File: src/rtl/fetch_pkg.sv
// fetch_pkg
// Shared definitions for the instruction fetch stage: the FSM state type,
// the sequential PC step and the instruction width, plus a small helper
// that clears the byte-offset bits of an address.
//
// Configuration macro: FETCH_MISALIGN_TRAP_EN adds the FAULT state.

package fetch_pkg;

    localparam logic [31:0] PC_STEP = 32'd4;
    localparam int          INSTR_W = 32;

    typedef enum logic [2:0] {
        BOOT,
        REQ,
        WAIT,
        HOLD
`ifdef FETCH_MISALIGN_TRAP_EN
        , FAULT
`endif
    } fetch_state_t;

    // Force an address onto a 4-byte instruction boundary.
    function automatic logic [31:0] word_align(input logic [31:0] addr);
        return {addr[31:2], 2'b00};
    endfunction

endpackage

File: src/rtl/instruction_fetch.sv
// instruction_fetch
// Fetch stage sitting between the (reset-less) PC register and decode.
// Loads the reset vector into the PC, issues one instruction-memory read per
// instruction, holds the returned word for decode under valid/ready, and
// commits the next PC (sequential +4 or an execute-stage redirect).
//
// Ports:
//   clk, reset                    clock, synchronous active-high reset
//   current_pc                    PC register output
//   pc_update_en, next_pc         PC register load enable / load value (combinational)
//   imem_req, imem_addr           one-cycle read request / address (address combinational)
//   imem_rvalid, imem_rdata       read response
//   redirect_valid, redirect_pc   taken branch/jump pulse and target
//   instr_valid, instr_ready      handshake towards decode
//   instr, instr_pc               fetched word and the address it came from
//   fetch_fault                   misaligned redirect trap flag
//
// Configuration macro: FETCH_MISALIGN_TRAP_EN
//   defined   : a misaligned redirect leaves the PC alone, raises fetch_fault
//               and parks the stage in FAULT until reset.
//   undefined : redirect targets are word-aligned by dropping bits [1:0];
//               fetch_fault stays 0.

module instruction_fetch
    import fetch_pkg::*;
#(
    parameter logic [31:0] RESET_PC = 32'h0000_0000
) (
    input  logic               clk,
    input  logic               reset,
    input  logic [31:0]        current_pc,
    output logic               pc_update_en,
    output logic [31:0]        next_pc,
    output logic               imem_req,
    output logic [31:0]        imem_addr,
    input  logic               imem_rvalid,
    input  logic [INSTR_W-1:0] imem_rdata,
    input  logic               redirect_valid,
    input  logic [31:0]        redirect_pc,
    output logic               instr_valid,
    input  logic               instr_ready,
    output logic [INSTR_W-1:0] instr,
    output logic [31:0]        instr_pc,
    output logic               fetch_fault
);

    fetch_state_t state;

    // Set when a request is outstanding whose data belongs to a path that a
    // redirect has already abandoned.
    logic discard;

    // A redirect that actually moves the PC this cycle.
    logic redirect_take;

`ifdef FETCH_MISALIGN_TRAP_EN
    // A misaligned redirect that must trap instead of moving the PC.
    logic redirect_trap;
`endif

    // The request is launched from the registered state, so the address is
    // simply whatever the PC register currently holds.
    assign imem_addr = current_pc;

    // PC update control. Nothing moves while reset is held, BOOT loads the
    // reset vector, redirects win over the sequential step, and the +4 step
    // only happens when decode takes the held instruction.
    always_comb begin
        next_pc       = current_pc + PC_STEP;
        pc_update_en  = 1'b0;
        redirect_take = 1'b0;
`ifdef FETCH_MISALIGN_TRAP_EN
        redirect_trap = 1'b0;
`endif
        if (!reset) begin
            case (state)
                BOOT: begin
                    pc_update_en = 1'b1;
                    next_pc      = RESET_PC;
                end
                REQ, WAIT, HOLD: begin
                    if (redirect_valid) begin
`ifdef FETCH_MISALIGN_TRAP_EN
                        if (redirect_pc[1:0] != 2'b00) begin
                            redirect_trap = 1'b1;
                        end else begin
                            redirect_take = 1'b1;
                            pc_update_en  = 1'b1;
                            next_pc       = redirect_pc;
                        end
`else
                        redirect_take = 1'b1;
                        pc_update_en  = 1'b1;
                        next_pc       = word_align(redirect_pc);
`endif
                    end else if (state == HOLD && instr_valid && instr_ready) begin
                        pc_update_en = 1'b1;
                    end
                end
                default: begin
                    pc_update_en = 1'b0;
                end
            endcase
        end
    end

    // Fetch FSM with registered outputs. imem_req is raised on every
    // transition into REQ so that it is high exactly during the REQ cycle,
    // the cycle in which the PC register already shows the new address.
    always_ff @(posedge clk) begin
        if (reset) begin
            state       <= BOOT;
            instr_valid <= 1'b0;
            imem_req    <= 1'b0;
            instr       <= '0;
            instr_pc    <= '0;
            fetch_fault <= 1'b0;
            discard     <= 1'b0;
        end else begin
            imem_req <= 1'b0;
            case (state)
                BOOT: begin
                    state    <= REQ;
                    imem_req <= 1'b1;
                end
                REQ: begin
                    state <= WAIT;
                    // The request already went out for the old PC.
                    if (redirect_take) begin
                        discard <= 1'b1;
                    end
                end
                WAIT: begin
                    if (redirect_take) begin
                        // Data arriving alongside the redirect is stale;
                        // without data the response is still owed, so remember
                        // to drop it.
                        if (imem_rvalid) begin
                            discard  <= 1'b0;
                            state    <= REQ;
                            imem_req <= 1'b1;
                        end else begin
                            discard <= 1'b1;
                        end
                    end else if (imem_rvalid) begin
                        if (discard) begin
                            discard  <= 1'b0;
                            state    <= REQ;
                            imem_req <= 1'b1;
                        end else begin
                            instr       <= imem_rdata;
                            instr_pc    <= current_pc;
                            instr_valid <= 1'b1;
                            state       <= HOLD;
                        end
                    end
                end
                HOLD: begin
                    if (redirect_take || (instr_valid && instr_ready)) begin
                        instr_valid <= 1'b0;
                        state       <= REQ;
                        imem_req    <= 1'b1;
                    end
                end
`ifdef FETCH_MISALIGN_TRAP_EN
                FAULT: begin
                    state <= FAULT;
                end
`endif
                default: begin
                    state <= BOOT;
                end
            endcase
`ifdef FETCH_MISALIGN_TRAP_EN
            if (redirect_trap) begin
                state       <= FAULT;
                fetch_fault <= 1'b1;
                instr_valid <= 1'b0;
                imem_req    <= 1'b0;
                discard     <= 1'b0;
            end
`endif
        end
    end

endmodule

File: config.mk
export PLATFORM = sky130hd
export DESIGN_NAME = instruction_fetch
export DESIGN_NICKNAME = d
export VERILOG_FILES = /design/src/rtl/fetch_pkg.sv /design/src/rtl/instruction_fetch.sv
export SDC_FILE = /design/constraint.sdc
export NUM_CORES = 1
export LEC_CHECK = 0
export ABC_AREA = 0
export CAP_MARGIN = 20
export CELL_PAD_IN_SITES_DETAIL_PLACEMENT = 1
export CELL_PAD_IN_SITES_GLOBAL_PLACEMENT = 1
export CORE_UTILIZATION = 25
export DETAILED_ROUTE_END_ITERATION = 8
export PLACE_DENSITY_LB_ADDON = 0.1
export SLEW_MARGIN = 30
export SYNTH_ARGS = -nofsm -noshare
export SYNTH_HDL_FRONTEND = slang
export SYNTH_SLANG_ARGS = --single-unit
File: constraint.sdc
create_clock -name clk -period 2.3 [get_ports clk]
set_clock_uncertainty 0.05 [all_clocks]
set_input_delay 0.23 -clock clk [delete_from_list [all_inputs] [get_ports clk]]
set_output_delay 0.23 -clock clk [all_outputs]
set_load 0.03 [all_outputs]
==> impl_results.md, run 1 <==
* Synth Register Bits at 69
* Vias in the first global route at 4691
* Cell Chain, Critical Path: buf_8 -> ha_4 -> nand3_4 -> or4_4 -> buf_8 -> or4b_4 -> nand3_4 -> buf_12
* Layout Nets at 876
* Post-Synth XOR/XNOR Area at 3.06%
* Launching element type of the critical path: input pin
* Seq pwr share at 32.7%
* CP max stage cell: or4_4
* Sw Share at 31.7%
* Primary FF master, synth: dfxtp_1
* CTS tree: built
* Max-slew violations at 0
* Setup crit end kind: primary output
* Simple-gate share of the synthesized area at 29.8%
* CTS buffer count at 9
* Largest net degree at the start of global routing at 71
* Final setup vio count at 2
* Worst skew pair latency at 340 ps
* Count of input and output buffers at 229
* Antenna violations before repair at 0
* Delay-heaviest family, CP: simple AND/OR/NAND/NOR gates
* NetSw at 0.00123 W
* Worst-Margin Slew at 813 ps
* Commonest non-fill, non-tap cell in the layout: clkdlybuf4s50_1
* Worst hold slack at 151 ps
* Status: finished with violations
* Multi-input logic area at 2060 um2
* Final RePlAce weighted congestion at 0.827
* WP data arrival at 2070 ps
* Max frequency at 426 MHz
* R2r setup slk at 410 ps
* Internal power at 0.00265 W
* Final Hold Fails at 0
* Clk buf depth at 2
* CTS Hold Buffers Added at 0
* Period utilization at 102%
* First-pass GRT wire length at 23900 um
* DP Wirelength at 11800 um
* Post-layout min period at 2350 ps
* Violated checks: setup timing
* Root Buffer: clkbuf_16
* Synth Area in Compound Gates at 17.6%
* Die Y at 124 um
* Hold Path Class: in -> reg
* Netlist cell types at 45
* GRT overflow at 0
* Area of the core at 14500 um2
* Post-route ant nets at 0
* Synth Instances at 518
* CP required at 2020 ps
* Most frequent cells in the layout: 175 x clkdlybuf4s50_1, 161 x nand2_1, 89 x buf_4
* Clock share of power at 37.1%
* VDD IR max at 417 uV
* Largest family of logic cells by synthesized area: simple AND/OR/NAND/NOR gates
* Clk sinks at 69
* Max_cap viols at 0
* Syn_area_per_cell at 7.19 um2
* H-tree depth at 3
* Number of buffers and inverters on the critical path at 3
* Share of layout cells above drive strength 1 at 23.0%
* Synth Warn # at 0
* Sequential share of the synthesized area at 37.1%
* Multiplexer share of the synthesized area at 0.269%
* Initial DRC count at 160
* DRT Wirelength at 15900 um
* Vias at 4632
* Register area at 1380 um2
* Setup Crit Path Kind: in -> out
* Number of fill cells in the layout at 1743
* Num ports at 233
* Post-DR wirelength/cell at 16.5 um
* Synth top area cells: dfxtp_1 37%, nand2_1 16%, a21oi_1 9.1%
* PD cells at 557 nW/um2
* Area of the die at 15400 um2
* Ant. Diodes at 0
* DR vias/cell at 4.81
* DRC at 0
* Final Power at 0.00388 W
* CTS clk-pin slew, worst paths at 60 ps
* Max_slew headroom at 45.8%
* CP Max Fanout at 6
* Drt first pass iters at 4
* Post-Synth Adder-Cell Area at 0.336%
* Worst path max stage delay at 590 ps
* Syn_nets at 620
* RSZ-0062 raised after global routing: true
* Die width at 124 um
* Share of the synthesized area in the top cell type at 37.1%
* Pleak at 2.63 nW
* Starting Density at 25.6%
* Post-synth EDFFs at 0
* Yosys top cell by area: dfxtp_1
* All-Layer GR Usage at 20.5%
* Area Growth Syn to Fin at 87.3%
* Final worst slack at -48.5 ps
* Ys async rst share at 0%
* Mapped cell area at 3720 um2
* Combinational power share at 30.2%
* Rows at 44
-- final cells by class --
cell class / count / area share (%)
Multi-Input combinational cell: 372 / 29.6
Inverter: 9 / 0.485
Timing Repair Buffer: 313 / 42.4
Tap cell: 184 / 3.30
Clock buffer: 11 / 3.48
Sequential cell: 69 / 19.9
Clock inverter: 5 / 0.862
-- cells by family after synthesis --
| logic type | after synthesis |
|---|---|
| fa+ha+maj | 1 |
| buf+inv | 77 |
| simple gates | 242 |
| mux | 1 |
| other cells | 1 |
| compound gates | 114 |
| xor+xnor | 13 |
| flops | 69 |
-- layer usage --
| metal | share of wire [%] | GRT usage, % |
|---|---|---|
| met1 | 41 | 23.0 |
| met4 | 2.2 | 8.71 |
| met5 | 0 | 0 |
| met3 | 6.9 | 5.63 |
| met2 | 50 | 36.1 |
-- registers in the layout (all words and copies together) (netlist names) --
| signal | cells |
|---|---|
| instr_pc | 32 |
| imem_req | 1 |
| state | 2 |
| instr_valid | 1 |
| discard | 1 |
| instr | 32 |
-- synthesized netlist by cell type (3+ instances only) --
master      n
a21oi_1    68
a221o_1     3
and2_1      4
and3_1      3
buf_4      33
buf_6       3
clkbuf_1   30
dfxtp_1    69
inv_1       8
nand2_1   161
nand3_1    22
nand4_1     8
nor2_1      9
nor3_1     10
nor4_1      4
o211ai_1   10
o21ai_0    20
o311a_1     3
or4_1       8
xnor2_1    11
-- worst paths after layout --
check / from / to / cells after the start
worst max-delay path: current_pc[3] / next_pc[24] / 8
worst min register to register: instr[28] / instr[28] / 2
worst max register to register: state[1] / instr_pc[19] / 7
worst min-delay path: current_pc[5] / instr_pc[5] / 3
-- stage by stage --
step	setup WS (ps)	cell area (um2)	util, %	cells	TNS (ps)
6_report	-48.5	6970	48.0	963	-54.5
5_1_grt	-75.7	6970	48.0	963	-189
4_1_cts	-49.3	6930	47.7	959	-150
3_5_place_dp	-825	6360	43.8	933	-7690
3_3_place_gp	-789	6360	43.8	933	-7330
2_1_floorplan	67.2	3720	-	518	0
-- power by group through the flow --
stage	registers, W	clock network [W]	logic, W
after detailed placement	0.00129	0	0.00114
after global placement	0.00129	0	0.00112
final	0.00127	0.00144	0.00117
after floorplan	0.00137	0	0.000469
after global routing	0.00128	0.00152	0.00124
after CTS	0.00127	0.00149	0.00117
-- tightest hold or removal path, cell delays in order --
cell	delay [ps]
buf_2	130
nand2_1	70
a21oi_1	60
-- what timing repair did --
action / 4_1_cts / 5_1_grt
pin swaps: 17 / 13
gates resized for setup: 125 / 20
setup endpoints to repair: 20 / 14
buffers inserted: 9 / 5
cloned: 1 / 0
Note: power is estimated with default switching activity, not from simulation.
==> inputs of run 2 (changes only) <==
Settings changed: SKIP_CTS_REPAIR_TIMING from default to 1.
==> run 2 against run 1 <==
Net effect:
- the flow still finishes with violations (setup timing)
- routed wire length hardly changed
- critical endpoint is now next_pc[21]
- cell area increased by 0.92%
- hold slack improved by 5.2 ps
- setup slack improved by 15 ps
- non-clock buffer count grew 1
- critical path depth up 1
- total power rose by 0.14%
- first-iteration DRC count rose by 15%
- sequential share of layout area down 0.18 points
==> impl_results.md, run 2 (synthesis gave the netlist of run 1 again) <==
* Status: finished with violations
* Violated checks: setup timing
* Number of fill cells in the layout at 1744 (+0.057%)
* Launching element type of the critical path: input pin
* WP data arrival at 2050 ps (-20 ps)
* CP Max Fanout at 5 (-1)
* CTS tree: built
* Area post-placement at 6360 um2 (unchanged)
* Antenna violations before repair at 0 (unchanged)
* Pleak at 2.75 nW (+4.4%)
* Clk buf depth at 2 (unchanged)
* Placed Cells at 933 (unchanged)
* CP required at 2020 ps (about the same)
* Num ports at 233 (unchanged)
* RSZ-0062 raised after global routing: true
* Max-slew violations at 0 (unchanged)
* Worst path max stage delay at 610 ps (+20 ps)
* First-pass GRT wire length at 23300 um (-2.2%)
* VDD IR max at 417 uV (+0.14%)
* Final RePlAce weighted congestion at 0.827 (unchanged)
* DRT Wirelength at 15900 um (about the same)
* GRT busiest layer: met2
* Max_cap viols at 0 (unchanged)
* DP Wirelength at 11800 um (unchanged)
* Layout Nets at 877 (+0.11%)
* Cell Chain, Critical Path: buf_8 -> buf_6 -> nand4_1 -> or4_4 -> buf_6 -> buf_6 -> or4_1 -> nand3_1 -> buf_6
* Final Hold Fails at 0 (unchanged)
* Area of the core at 14500 um2 (unchanged)
* Post-layout min period at 2330 ps (-14.6 ps)
* Drt first pass iters at 4 (unchanged)
* Clk sinks at 69 (unchanged)
* GR Util met3 at 5.40% (-0.23 points)
* All-Layer GR Usage at 20.0% (-0.43 points)
* Final worst slack at -33.8 ps (+14.6 ps)
* Post-route ant nets at 0 (unchanged)
* Final setup vio count at 4 (+2)
* Largest registers: instr x32, instr_pc x32, state x2
* GRT overflow at 0 (unchanged)
* Vias at 4581 (-1.1%)
* Most frequent cells in the layout: 176 x clkdlybuf4s50_1, 161 x nand2_1, 89 x buf_4
* CP max stage cell: or4_4
* PD cells at 552 nW/um2 (-0.77%)
* DR vias/cell at 4.75 (-1.2%)
* Post-route setup TNS at -110 ps (-55.3 ps)
* Vias in the first global route at 4572 (-2.5%)
* Max_slew headroom at 45.6% (-0.24 points)
* DRC at 0 (unchanged)
* CTS buffer count at 9 (unchanged)
* Rows at 44 (unchanged)
* H-tree depth at 3 (unchanged)
* Worst skew pair latency at 340 ps (about the same)
* Share of layout cells above drive strength 1 at 21.8% (-1.2 points)
* Worst-Margin Slew at 816 ps (+3.62 ps)
* Starting Density at 25.6% (unchanged)
* Cell mode on critical path: buf_6
* Count of input and output buffers at 229 (unchanged)
* Met1 Use GR at 22.4% (-0.59 points)
* Post-DR wirelength/cell at 16.5 um (about the same)
* Max frequency at 428 MHz (+0.63%)
* Final Power at 0.00389 W (+0.14%)
* Met2 Resource Use GR at 35.9% (-0.21 points)
* Commonest non-fill, non-tap cell in the layout: clkdlybuf4s50_1
* Root Buffer: clkbuf_16
* Worst hold slack at 156 ps (+5.19 ps)
* Setup Crit Path Kind: in -> out
* Hold Path Class: in -> reg
* Period utilization at 101% (-0.64 points)
* Setup crit end kind: primary output
* Largest net degree at the start of global routing at 71 (unchanged)
* Ant. Diodes at 0 (unchanged)
* Die width at 124 um (unchanged)
* Post-route cell area at 7030 um2 (+0.92%)
* Area Growth Syn to Fin at 89.0%
* Die Y at 124 um (unchanged)
* Initial DRC count at 184 (+15%)
* Area of the die at 15400 um2 (unchanged)
* CTS clk-pin slew, worst paths at 60 ps (about the same)
* Non-filler instance count after layout at 964 (+0.10%)
run 2: cell count changes in the layout (fill, tap and decap cells not counted), sizes merged:
cell,previous run,this run
clkdlybuf4s50,175,176
dlygate4sd2,4,0
buf,130,120
dlymetal6s2s,2,16
run 2: final cells by class:
| type | count | area [um2] | share of cell area (%) |
|---|---|---|---|
| multi-input combinational | 372 | 2050 | 29.1 |
| sequential | 69 | 1380 | 19.7 |
| clock inverter | 5 | 60.1 | 0.854 |
| timing repair buffer | 314 | 3040 | 43.2 |
| clock buffer | 11 | 243 | 3.45 |
| inverter | 9 | 33.8 | 0.480 |
| tap | 184 | 230 | 3.27 |
run 2: per-layer routing:
metal / share of wire, % / up-vias / routed length, um
met5: 0 / - / 0
met4: 1.8 / 0 / 287
met3: 6.7 / 19 / 1060
met2: 50 / 146 / 7990
met1: 41 / 2166 / 6530
li1: - / 2250 / -
run 2: per-stage QoR:
step | setup WS (ps) | util (%)
floorplan | 67.2 | -
global placement | -789 | 43.8
detailed placement | -825 | 43.8
CTS | -827 | 45.9
global route | -95.8 | 48.4
finish | -33.8 | 48.4
run 2: final timing paths:
kind                      start      endpoint  slack, ps  cells past startpoint
setup / recovery  current_pc[3]   next_pc[21]        -30                      9
hold / removal    current_pc[5]   instr_pc[5]        160                      3
setup reg to reg       state[1]  instr_pc[19]        400                      7
hold reg to reg       instr[28]     instr[28]        400                      2
run 2: where the power goes:
part           switching [W]  internal [W]
logic               0.000628      0.000544
clock network       0.000574      0.000870
registers          0.0000278       0.00124
total                0.00123       0.00266
run 2: worst max-delay path: cells and delay by family:
kind / cells / cell delay [ps]
buf+inv: 5 / 570
simple gates: 4 / 1240
